==> config.mk <==
export PLATFORM = sky130hd
export DESIGN_NAME = status_cond_unit_flat
export DESIGN_NICKNAME = d
export VERILOG_FILES = /design/src/rtl/status_cond_unit_pkg.sv /design/src/rtl/status_cond_unit_if.sv /design/src/rtl/status_cond_unit_cond_eval.sv /design/src/rtl/status_cond_unit.sv /design/src/flat_wrapper.sv
export SDC_FILE = /design/constraint.sdc
export NUM_CORES = 1
export LEC_CHECK = 0
export ABC_AREA = 1
export BUFFER_PORTS_ARGS = -buffer_cell sky130_fd_sc_hd__buf_4
export CAP_MARGIN = 20
export CORE_AREA = 2 2 39 41
export CTS_BUF_LIST = sky130_fd_sc_hd__clkbuf_8
export DETAILED_ROUTE_END_ITERATION = 8
export DIE_AREA = 0 0 41 43
export GPL_TIMING_DRIVEN = 1
export PLACE_DENSITY_LB_ADDON = 0.05
export SETUP_SLACK_MARGIN = 0.1
export SLEW_MARGIN = 20
export SYNTH_ARGS = -nofsm -noshare
export SYNTH_HDL_FRONTEND = slang
export SYNTH_HIERARCHICAL = 1
export SYNTH_SLANG_ARGS = --single-unit
==> constraint.sdc <==
create_clock -name clk -period 2.5 [get_ports clk]
set_clock_uncertainty 0.2 [all_clocks]
set_input_delay 0.625 -clock clk [delete_from_list [all_inputs] [get_ports clk]]
set_output_delay 0.625 -clock clk [all_outputs]
set_load 0.02 [all_outputs]
==> src/rtl/status_cond_unit_pkg.sv <==
// Shared ARM status definitions: flag bit positions and condition-code encodings,
// common to the condition decoder and the ALU flag path.
package status_cond_unit_pkg;

  localparam int FLAG_N = 3;
  localparam int FLAG_Z = 2;
  localparam int FLAG_C = 1;
  localparam int FLAG_V = 0;

  typedef enum logic [3:0] {
    COND_EQ = 4'h0, COND_NE = 4'h1, COND_CS = 4'h2, COND_CC = 4'h3,
    COND_MI = 4'h4, COND_PL = 4'h5, COND_VS = 4'h6, COND_VC = 4'h7,
    COND_HI = 4'h8, COND_LS = 4'h9, COND_GE = 4'ha, COND_LT = 4'hb,
    COND_GT = 4'hc, COND_LE = 4'hd, COND_AL = 4'he, COND_NV = 4'hf
  } cond_e;

  function automatic logic [3:0] flags_pack(input logic n, input logic z,
                                            input logic c, input logic v);
    logic [3:0] f;
    f         = '0;
    f[FLAG_N] = n;
    f[FLAG_Z] = z;
    f[FLAG_C] = c;
    f[FLAG_V] = v;
    return f;
  endfunction

endpackage

==> src/rtl/status_cond_unit_if.sv <==
// Pipeline-side signals of the status/condition unit: EX flag writeback, ID condition query.
interface status_cond_unit_if;
  logic       ex_valid;
  logic       ex_s;
  logic       alu_n;
  logic       alu_z;
  logic       alu_c;
  logic       alu_v;
  logic       id_valid;
  logic [3:0] id_cond;
  logic [3:0] flags;
  logic       cin;
  logic       cond_true;
  logic       cond_true_q;
  logic       fwd_hit;

  modport master (
    output ex_valid, ex_s, alu_n, alu_z, alu_c, alu_v, id_valid, id_cond,
    input  flags, cin, cond_true, cond_true_q, fwd_hit
  );

  modport slave (
    input  ex_valid, ex_s, alu_n, alu_z, alu_c, alu_v, id_valid, id_cond,
    output flags, cin, cond_true, cond_true_q, fwd_hit
  );
endinterface

==> src/rtl/status_cond_unit_cond_eval.sv <==
// Combinational ARM condition-code evaluator over a {N,Z,C,V} flag vector.
module cond_eval
  import status_cond_unit_pkg::*;
(
  input  logic [3:0] cond,
  input  logic [3:0] flags,
  output logic       pass
);

  logic n, z, c, v;

  assign n = flags[FLAG_N];
  assign z = flags[FLAG_Z];
  assign c = flags[FLAG_C];
  assign v = flags[FLAG_V];

  always_comb begin
    pass = 1'b0;
    case (cond_e'(cond))
      COND_EQ: pass = z;
      COND_NE: pass = ~z;
      COND_CS: pass = c;
      COND_CC: pass = ~c;
      COND_MI: pass = n;
      COND_PL: pass = ~n;
      COND_VS: pass = v;
      COND_VC: pass = ~v;
      COND_HI: pass = c & ~z;
      COND_LS: pass = ~c | z;
      COND_GE: pass = (n == v);
      COND_LT: pass = (n != v);
      COND_GT: pass = ~z & (n == v);
      COND_LE: pass = z | (n != v);
      COND_AL: pass = 1'b1;
      default: pass = 1'b0;
    endcase
  end

endmodule

==> src/rtl/status_cond_unit.sv <==
// Status flag register with optional EX->ID flag forwarding and ID-stage condition check.
module status_cond_unit
  import status_cond_unit_pkg::*;
#(
  parameter int FWD_EN = 1
) (
  input  logic              clk,
  input  logic              reset,
  status_cond_unit_if.slave bus
);

  localparam bit FWD = (FWD_EN != 0);

  logic       we;
  logic [3:0] alu_flags;
  logic [3:0] flags_q;
  logic [3:0] ef;
  logic       pass;
  logic       cond_true;
  logic       cond_true_q;

  assign we        = bus.ex_valid & bus.ex_s;
  assign alu_flags = flags_pack(bus.alu_n, bus.alu_z, bus.alu_c, bus.alu_v);

  // Without forwarding the ID check sees pre-update flags; the pipeline must stall.
  assign ef = (FWD && we) ? alu_flags : flags_q;

  cond_eval u_cond_eval (
    .cond  (bus.id_cond),
    .flags (ef),
    .pass  (pass)
  );

  assign cond_true = bus.id_valid & pass;

  always_ff @(posedge clk) begin
    if (reset) begin
      flags_q     <= '0;
      cond_true_q <= 1'b0;
    end else begin
      if (we) flags_q <= alu_flags;
      cond_true_q <= cond_true;
    end
  end

  assign bus.flags       = flags_q;
  assign bus.cin         = flags_q[FLAG_C];
  assign bus.cond_true   = cond_true;
  assign bus.cond_true_q = cond_true_q;
  assign bus.fwd_hit     = FWD & we & bus.id_valid;

endmodule

==> src/flat_wrapper.sv <==
// flat-port wrapper written by rule: the top's interface ports become plain ports
module status_cond_unit_flat import status_cond_unit_pkg::*;
#(
  parameter int FWD_EN = 1
)
  (clk, reset, bus_ex_valid, bus_ex_s, bus_alu_n, bus_alu_z, bus_alu_c, bus_alu_v, bus_id_valid, bus_id_cond, bus_flags, bus_cin, bus_cond_true, bus_cond_true_q, bus_fwd_hit);
  status_cond_unit_if bus_i ();
  input  logic clk;
  input  logic reset;
  input wire logic [$bits(bus_i.ex_valid)-1:0] bus_ex_valid;
  input wire logic [$bits(bus_i.ex_s)-1:0] bus_ex_s;
  input wire logic [$bits(bus_i.alu_n)-1:0] bus_alu_n;
  input wire logic [$bits(bus_i.alu_z)-1:0] bus_alu_z;
  input wire logic [$bits(bus_i.alu_c)-1:0] bus_alu_c;
  input wire logic [$bits(bus_i.alu_v)-1:0] bus_alu_v;
  input wire logic [$bits(bus_i.id_valid)-1:0] bus_id_valid;
  input wire logic [$bits(bus_i.id_cond)-1:0] bus_id_cond;
  output wire logic [$bits(bus_i.flags)-1:0] bus_flags;
  output wire logic [$bits(bus_i.cin)-1:0] bus_cin;
  output wire logic [$bits(bus_i.cond_true)-1:0] bus_cond_true;
  output wire logic [$bits(bus_i.cond_true_q)-1:0] bus_cond_true_q;
  output wire logic [$bits(bus_i.fwd_hit)-1:0] bus_fwd_hit;
  assign bus_i.ex_valid = bus_ex_valid;
  assign bus_i.ex_s = bus_ex_s;
  assign bus_i.alu_n = bus_alu_n;
  assign bus_i.alu_z = bus_alu_z;
  assign bus_i.alu_c = bus_alu_c;
  assign bus_i.alu_v = bus_alu_v;
  assign bus_i.id_valid = bus_id_valid;
  assign bus_i.id_cond = bus_id_cond;
  assign bus_flags = bus_i.flags;
  assign bus_cin = bus_i.cin;
  assign bus_cond_true = bus_i.cond_true;
  assign bus_cond_true_q = bus_i.cond_true_q;
  assign bus_fwd_hit = bus_i.fwd_hit;
  status_cond_unit #(.FWD_EN(FWD_EN)) u_core (.clk(clk), .reset(reset), .bus(bus_i));
endmodule
* Word level (Yosys, flattened, before mapping)
Cells that the tools add are included.
** Cells by class
- Eq/ne operators :: 16
- Bitwise operators :: 11
- Muxes and demuxes :: 2
- Reduce and logical (&&, ||, !) cells :: 1
** Operators with widths (count)
- 4-bit == test (second input constant) :: 7
- 4-bit by 3-bit == test with 1-bit output (second input constant) :: 4
- 1-bit case mux with 15 select lines :: 1
- 4-bit by 2-bit == test with 1-bit output (second input constant) :: 2
- 1-bit bitwise AND :: 5
- 4-bit by 1-bit == test with 1-bit output (second input constant) :: 1
- 4-bit zero test :: 1
- 4-bit two-way mux :: 1
- 1-bit NOT :: 4
- 1-bit bitwise OR :: 2
- 1-bit == test :: 1
- 1-bit inequality test :: 1
** Storage, ports and cells
- Input bits :: 13
- Logic and storage cells :: 32
- Flip-flop bits (word level) :: 5
- Output and inout port bits :: 8

* Logic depth before layout (Yosys ltp)
Gate-level depths: netlist (run 1).
- Depth in word-level cells :: 6
- Gate-level depth with buffers :: 14

* Cells and area by module
Netlist (run 1), hierarchy kept.
** By module, submodules not included
- status_cond_unit :: cells an instance 40, times used 1, area an instance 242.7 µm²
- cond_eval :: cells an instance 55, times used 1, area an instance 229.0 µm²

* Worst setup path after synthesis (run 1)
OpenSTA, ideal clock, no wires.
- Path type :: input to output
- From :: input bus_ex_valid
- To :: output bus_cond_true
- Setup slack :: 169 ps
- Arrival time :: 1506 ps
- Data required time :: 1675 ps
- Buffers on the path :: 0
- Stages on the path :: 14
- Cell sequence :: nand2_2 -> nand2_1 -> nand2_1 -> inv_1 -> inv_1 -> nand2_1 -> nand3_1 -> nand2_1 -> nand2_1 -> nand2_1 -> nor2_1 -> nand2_1 -> nand2_1 -> inv_1
** On the way
- Word-level cells in the longest chain between the ends :: 6
- Elaborated cells on any way between the ends :: 14
- Classes of those cells :: 2 x eq/ne; 2 x mux; 10 x bitwise
** Ends and longest elaborated chain
- from (decl) :: line flat_wrapper.sv:10 : input wire logic [$bits(bus_i.ex_valid)-1:0] bus_ex_valid;
- 1-bit bitwise AND * :: line status_cond_unit.sv:22 : assign we = bus.ex_valid & bus.ex_s;
- 4-bit two-way mux *
- via u_core.ef[3] :: line status_cond_unit.sv:17 : logic [3:0] ef;
- 1-bit inequality test / 1-bit == test (equally long branches)
- 1-bit bitwise OR / 1-bit bitwise AND (equally long branches) :: line status_cond_unit_cond_eval.sv:33, status_cond_unit_cond_eval.sv:32
- 1-bit case mux with 15 select lines * :: line status_cond_unit_cond_eval.sv:19 : case (cond_e'(cond))
- via u_core.pass :: line status_cond_unit.sv:18 : logic pass;
- 1-bit bitwise AND * :: line status_cond_unit.sv:34 : assign cond_true = bus.id_valid & pass;
- to (decl) :: line flat_wrapper.sv:20 : output wire logic [$bits(bus_i.cond_true)-1:0] bus_cond_true;
Mark *: on every way through the listed nets, which the timed path passes. The rest lies on a longest branch.

* Final worst setup path (run 1)
- From :: input bus_alu_z
- To :: output bus_cond_true
** On the way
- Word-level cells in the longest chain between the ends :: 5
- Elaborated cells on any way between the ends :: 8
- Classes of those cells :: 2 x mux; 6 x bitwise
** Ends and longest elaborated chain
- from (decl) :: line flat_wrapper.sv:13 : input wire logic [$bits(bus_i.alu_z)-1:0] bus_alu_z;
- 4-bit two-way mux *
- via u_core.ef[2] :: line status_cond_unit.sv:17
- 1-bit NOT :: line status_cond_unit_cond_eval.sv:21, status_cond_unit_cond_eval.sv:28, status_cond_unit_cond_eval.sv:32
- 1-bit bitwise AND (on tied branches) :: line status_cond_unit_cond_eval.sv:32, status_cond_unit_cond_eval.sv:28
- 1-bit case mux with 15 select lines * :: line status_cond_unit_cond_eval.sv:19
- via u_core.pass :: line status_cond_unit.sv:18
- 1-bit bitwise AND * :: line status_cond_unit.sv:34
Marked as above.

==> metrics.csv, run 1 <==
stage,metric,value,unit
run_status,violations,negative setup slack,
sta,timing.final.crit_period,2610,ps
floorplanning,start_util,0.341,
floorplanning,fp-row-count,14,
final_layout,final_area,983,um2
global_routing,grt-ovfl-total,0,
critical_path,crit_path_max_fanout,4,
clocking,cts.sinks,5,
power_and_ir_drop,p_per_area,432,nW/um2
synth,synth_mux_area_frac,0,
sta,relSlewSlack,0.845,
sta,final-max-slew-violation-count,0,
hold_path,hold_path_class,in -> reg,
routing,via_per_inst,4.56,
clocking,cts_tree,built,
floorplanning,core_area,1380,um2
sta,layout_setup_ws,-115,ps
critical_path,crit_buf_inv,5,
clocking,clk_latency,220,ps
final_layout,area_growth,108,%
sta,worst_pin_slew,232,ps
synth,synth_top_family_by_area,simple AND/OR/NAND/NOR gates,
run_status,outcome,"complete, but fails checks",
routing,wl_per_cell,11.0,um
sta,fin_crit_sh,1.05,
synth,synthXorXnorAreaFrac,0,
power_and_ir_drop,power_leakage,0.000550,uW
critical_path,cpMostUsedCell,nand2_1,
clocking,numCtsBuffers,3,
clocking,clkTransAtPathRegs,40,ps
routing,drcViolationCount,0,
synth,synth_fa_ha_area_frac,0,
final_layout,diodes,0,
critical_path,cp_slowest_stage_delay,110,ps
floorplanning,die_x,41,um
critical_path,required,1670,ps
synth,netlist_area,472,um2
sta,hold_violations,0,
clocking,cts-root-buf,clkbuf_8,
synth,synth-simple-area-share,0.568,
synth,yosysSeqAreaShare,0.212,
placed_design,finalWeightedCongestion,0.707,
placed_design,placed_area,679,um2
synth,synthCells,95,
sta,setup_viol,1,
clocking,htree_levels,1,
routing,antenna_left,0,
critical_path,cp_top_family,simple AND/OR/NAND/NOR gates,
critical_path,endpoint_kind,output port,
routing,drt_pre_antenna_iters,3,
global_routing,first_global_vias,624,
synth,yosys_warnings,6,
final_layout,fillers,124,
placed_design,hpwl,991,um
synth,ys_types,11,
critical_path,slowest_stage,buf_4,
routing,vias,698,
routing,drt_first_iter_violations,4,
floorplanning,ios,21,
global_routing,grt_usage,0.204,
final_layout,drive_above_1_share,0.555,
critical_path,path_class,in -> out,
run,cap_violations,0,
critical_path,path_cells,buf_4 -> inv_1 -> nand3_2 -> nand2_2 -> inv_2 -> nor2_1 -> nand2_1 -> nor2_1 -> nand2_1 -> nand2_2 -> nor2_2 -> nand2_1 -> nand2_1 -> inv_1 -> buf_6,
sta,fmax,382,MHz
synth,postSynthAreaPerCell,4.97,um2
power_and_ir_drop,ir_drop,0.194,mV
global_routing,grt_first_pass_wirelength,2.42,mm
synth,ys_ff_latch,5,
clocking,clk_path_buf_depth,2,
placed_design,place_ws,-219,ps
routing,wl,1.68,mm
final_layout,nets,151,
global_routing,antenna_found_initial,0,
floorplanning,die_y,43,um
placed_design,port-buffer-count,20,
global_routing,grt_max_degree,8,
sta,rsz0062_at_grt,true,
synth,synth_compound_area_frac,0.0212,
critical_path,start_kind,input pin,
synth,synth_nets,108,
floorplanning,fp.dieArea,1760,um2
critical_path,arrival,1790,ps
[registers in the layout, indices dropped and copies added (netlist names)]
signal,flops
u_core/bus.cond_true_q,1
u_core/bus.flags,4
[through the flow]
stage | TNS [ps] | total power, uW | instances | utilization | hold slack (ps)
3_3_place_gp | -205 | 206 | 136 | 0.491 | 365
3_5_place_dp | -219 | 207 | 136 | 0.491 | 369
2_1_floorplan | 0 | 152 | 95 | - | 414
4_1_cts | -72.4 | 396 | 153 | 0.628 | 379
6_report | -115 | 425 | 153 | 0.711 | 395
5_1_grt | -261 | 452 | 153 | 0.711 | 399
[final timing paths]
| path | startpoint | to | slack (ps) | depth (start not counted) |
|---|---|---|---|---|
| max reg2reg | u_core/bus.flags[0] | u_core/bus.flags[0] | 350 | 15 |
| min | reset | u_core/bus.flags[0] | 390 | 2 |
| min reg2reg | u_core/bus.flags[3] | u_core/bus.flags[3] | 490 | 5 |
| max | bus_alu_z | bus_cond_true | -110 | 15 |
[metal layers]
layer  global-route usage  up-vias  part of all wire
li1                     -      363                 -
met1                0.224      313              0.36
met2                0.344       16              0.57
met3               0.0314        6             0.036
met4                0.120        0             0.036
met5                    0        -                 0
[timing repair]
action	CTS	global route
hold buffers	0	0
endpoints found under the setup margin	1	2
gates resized for setup	19	32
pin swaps	10	15
buffers inserted	13	3
[cell families (layout without fill, tap and decap cells)]
group	Yosys count	in the layout
AOI/OAI and AO/OA	2	2
buffers and inverters	24	66
DFF	5	5
and+or+nand+nor	64	64
[area by class of cell]
class,count,area (um2),share of cell area
clock buffer,3,41.3,0.0420
clock inverter,1,3.75,0.00382
inverter,23,96.3,0.0980
multi-input combinational,66,393,0.399
sequential,5,100,0.102
tap,16,20.0,0.0204
timing repair buffer,39,329,0.335
[synthesized netlist by cell type (all sizes together)]
master | instances | area (um2)
clkinv | 2 | 7.51
nand2 | 33 | 129
nand3 | 14 | 70.1
nor3 | 1 | 5.00
a21oi | 2 | 10.0
buf | 1 | 7.51
dfxtp | 5 | 100
nor2 | 15 | 56.3
nand3b | 1 | 7.51
inv | 21 | 78.8
[worst register-to-register path: stages, from the launching register on]
cell and delay, ps:
dfxtp_1 320, inv_1 70, nand2_4 80, nand2_4 60, buf_6 110, buf_6 100
buf_4 110, buf_4 110, buf_4 120, buf_4 120, buf_4 120, buf_4 120
buf_4 120, buf_4 120, buf_4 120, nor2_1 80
[layout by cell type (no fill, tap or decap)]
cell type,netlist,layout
buf_12,0,2
nor3_1,1,1
clkbuf_8,0,3
nand2_2,2,12
clkinv_1,2,2
buf_4,1,34
nor2_2,0,2
nor2_1,15,13
nand2_8,0,1
a21oi_2,0,1
nand3_2,0,7
dfxtp_1,5,5
inv_2,0,3
a21oi_1,2,1
nand3_1,14,7
buf_6,0,3
nand2_4,0,4
inv_1,21,15
nand3b_1,1,1
nand2_1,31,16
inv_4,0,4
[where the power goes]
group          internal (uW)  switching, uW  leakage (uW)
clock                    105           40.3     0.0000269
combinational           95.6           95.2      0.000482
sequential              85.7           2.62     0.0000412
Note: power is estimated with default switching activity, not from simulation.
==> run 2, diff against run 1 <==
--- a/config.mk
+++ b/config.mk
@@ -13,7 +13,6 @@
 export DETAILED_ROUTE_END_ITERATION = 8
 export DIE_AREA = 0 0 41 43
 export GPL_TIMING_DRIVEN = 1
-export PLACE_DENSITY_LB_ADDON = 0.05
 export SETUP_SLACK_MARGIN = 0.1
 export SLEW_MARGIN = 20
 export SYNTH_ARGS = -nofsm -noshare
==> run 2 against run 1 <==
  * Clock-buffer cell count did not move
  * Sequential cell count unchanged
  * Largest cell class unchanged
  * The flow still finishes with violations (negative setup slack)
  * Global-route usage is 4.4 points lower
  * Highest routed layer unchanged
  * Critical path type unchanged
  * Critical endpoint unchanged
==> metrics.csv, run 2 (synthesis gave the netlist of run 1 again) <==
stage,metric,value,unit
critical_path,slowest_stage,buf_6,
sta,relSlewSlack,0.852,
power_and_ir_drop,p_int,264,uW
final_layout,final_area,892,um2
global_routing,grt_usage,0.161,
clocking,numCtsBuffers,3,
global_routing,top_usage_layer,met2,
sta,hold_violations,0,
routing,wl_per_cell,9.39,um
global_routing,first_global_vias,507,
sta,worst_pin_slew,221,ps
placed_design,placed_cells,133,
global_routing,grt_first_pass_wirelength,1.90,mm
clocking,cts.sinks,5,
clocking,cts-root-buf,clkbuf_8,
critical_path,cp_top_family,simple AND/OR/NAND/NOR gates,
power_and_ir_drop,p_comb_frac,0.410,
critical_path,endpoint_kind,output port,
final_layout,diodes,0,
final_layout,largest_reg_flops,4,
critical_path,cpMostUsedCell,nand2_1,
global_routing,grt-ovfl-total,0,
final_layout,stdcell_count,141,
clocking,clkTransAtPathRegs,40,ps
power_and_ir_drop,p_switching,128,uW
critical_path,start_kind,input pin,
placed_design,port-buffer-count,20,
final_layout,layout_common_cells,"buf_4, nand2_1, nor2_1",
critical_path,arrival,1740,ps
floorplanning,ios,21,
floorplanning,core_area,1380,um2
placed_design,hpwl,930,um
routing,drcViolationCount,0,
sta,layout_setup_ws,-61.7,ps
global_routing,grtUsageMet2,0.266,
clocking,hold_buffers,0,
global_routing,grt_max_degree,8,
final_layout,multi_input_area,397,um2
routing,via_per_inst,4.48,
final_layout,seq_area,100,um2
critical_path,crit_buf_inv,5,
global_routing,use_met1,0.174,
final_layout,fillers,133,
routing,drt_first_iter_violations,2,
floorplanning,fp-row-count,14,
clocking,htree_levels,1,
floorplanning,fp.dieArea,1760,um2
final_layout,drive_above_1_share,0.504,
run,cap_violations,0,
final_layout,nets,139,
routing,drt_pre_antenna_iters,4,
routing,wl,1.32,mm
clocking,cts_tree,built,
power_and_ir_drop,p_seq_frac,0.225,
global_routing,antenna_found_initial,0,
power_and_ir_drop,power.share.clock,0.365,
sta,fin_crit_sh,1.02,
final_layout,area_growth,89.1,%
final_layout,mostFrequentLayoutCell,buf_4,
routing,vias,632,
power_and_ir_drop,switching_share,0.326,
floorplanning,die_x,41,um
power_and_ir_drop,power_leakage,0.000490,uW
critical_path,path_class,in -> out,
run_status,outcome,"complete, but fails checks",
sta,timing.final.crit_period,2560,ps
power_and_ir_drop,ir_drop,0.191,mV
critical_path,crit_path_max_fanout,5,
run_status,violations,negative setup slack,
clocking,clk_path_buf_depth,2,
sta,setup_viol,1,
critical_path,required,1670,ps
routing,antenna_left,0,
critical_path,path_cells,buf_12 -> nand2_8 -> nand2_4 -> nand2_4 -> inv_6 -> inv_4 -> nand2_4 -> nand3_2 -> nand2_1 -> nand2_1 -> nand2_1 -> nor2_1 -> nand2_1 -> nand2_2 -> inv_2 -> buf_6,
global_routing,use_met3,0.0157,
placed_design,finalWeightedCongestion,0.782,
sta,rsz0062_at_grt,true,
critical_path,cp_slowest_stage_delay,120,ps
hold_path,hold_path_class,reg -> reg,
power_and_ir_drop,p_per_area,439,nW/um2
sta,final-max-slew-violation-count,0,
sta,fmax,390,MHz
clocking,clk_latency,220,ps
floorplanning,start_util,0.341,
placed_design,placed_area,657,um2
sta,tns,-61.7,ps
floorplanning,die_y,43,um
run 2: cell types whose count changed in the layout (fill, tap and decap cells not counted), sizes merged:
| cell | previous run | this run |
|---|---|---|
| buf | 39 | 27 |
run 2: worst min-delay path: cells and delay by family, from the launching register on:
kind,cells,cell delay (ps)
buffers and inverters,1,60
AND/OR/NAND/NOR,3,150
flip-flops,1,300
run 2: final timing paths:
kind,from,to,slack (ps),depth (start not counted)
worst max-delay path,bus_ex_valid,bus_cond_true,-60,16
worst min-delay path,u_core/bus.flags[2],u_core/bus.flags[2],350,4
worst min register to register,u_core/bus.flags[2],u_core/bus.flags[2],350,4
worst max register to register,u_core/bus.flags[3],u_core/bus.cond_true_q,810,16
run 2: power by group through the flow:
stage	sequential [uW]	combinational, uW	clock [uW]
2_1_floorplan	96.1	55.8	0
3_3_place_gp	89.4	109	0
4_1_cts	88.3	133	145
5_1_grt	88.8	175	159
3_5_place_dp	89.4	110	0
6_report	88.2	160	143
run 2: layout make-up:
class	count	share of cell area
inverter	23	0.111
timing repair buffer	27	0.259
sequential	5	0.112
tap	16	0.0224
clock buffer	3	0.0463
clock inverter	1	0.00421
multi-input combinational	66	0.445
run 2: routing by layer:
metal | up-vias | wire (um) | part of all wire
li1 | 340 | - | -
met1 | 268 | 507 | 0.38
met2 | 20 | 701 | 0.53
met3 | 4 | 75 | 0.057
met4 | 0 | 39 | 0.029
met5 | - | 0 | 0
run 2: stage by stage:
stage / util / power [uW] / setup slack [ps] / hold WS (ps)
after floorplan: - / 152 / 169 / 414
after global placement: 0.475 / 199 / -199 / 338
after detailed placement: 0.475 / 199 / -201 / 348
after CTS: 0.573 / 367 / -53.6 / 350
after global routing: 0.645 / 423 / -148 / 388
final: 0.645 / 391 / -61.7 / 351
run 2: timing repair:
item                                   CTS  global route
buffers inserted                         3             2
gates resized for setup                 24            27
pin swaps                               10            14
endpoints found under the hold margin    0             0
gates cloned                             0             0
setup endpoints to repair                1             1
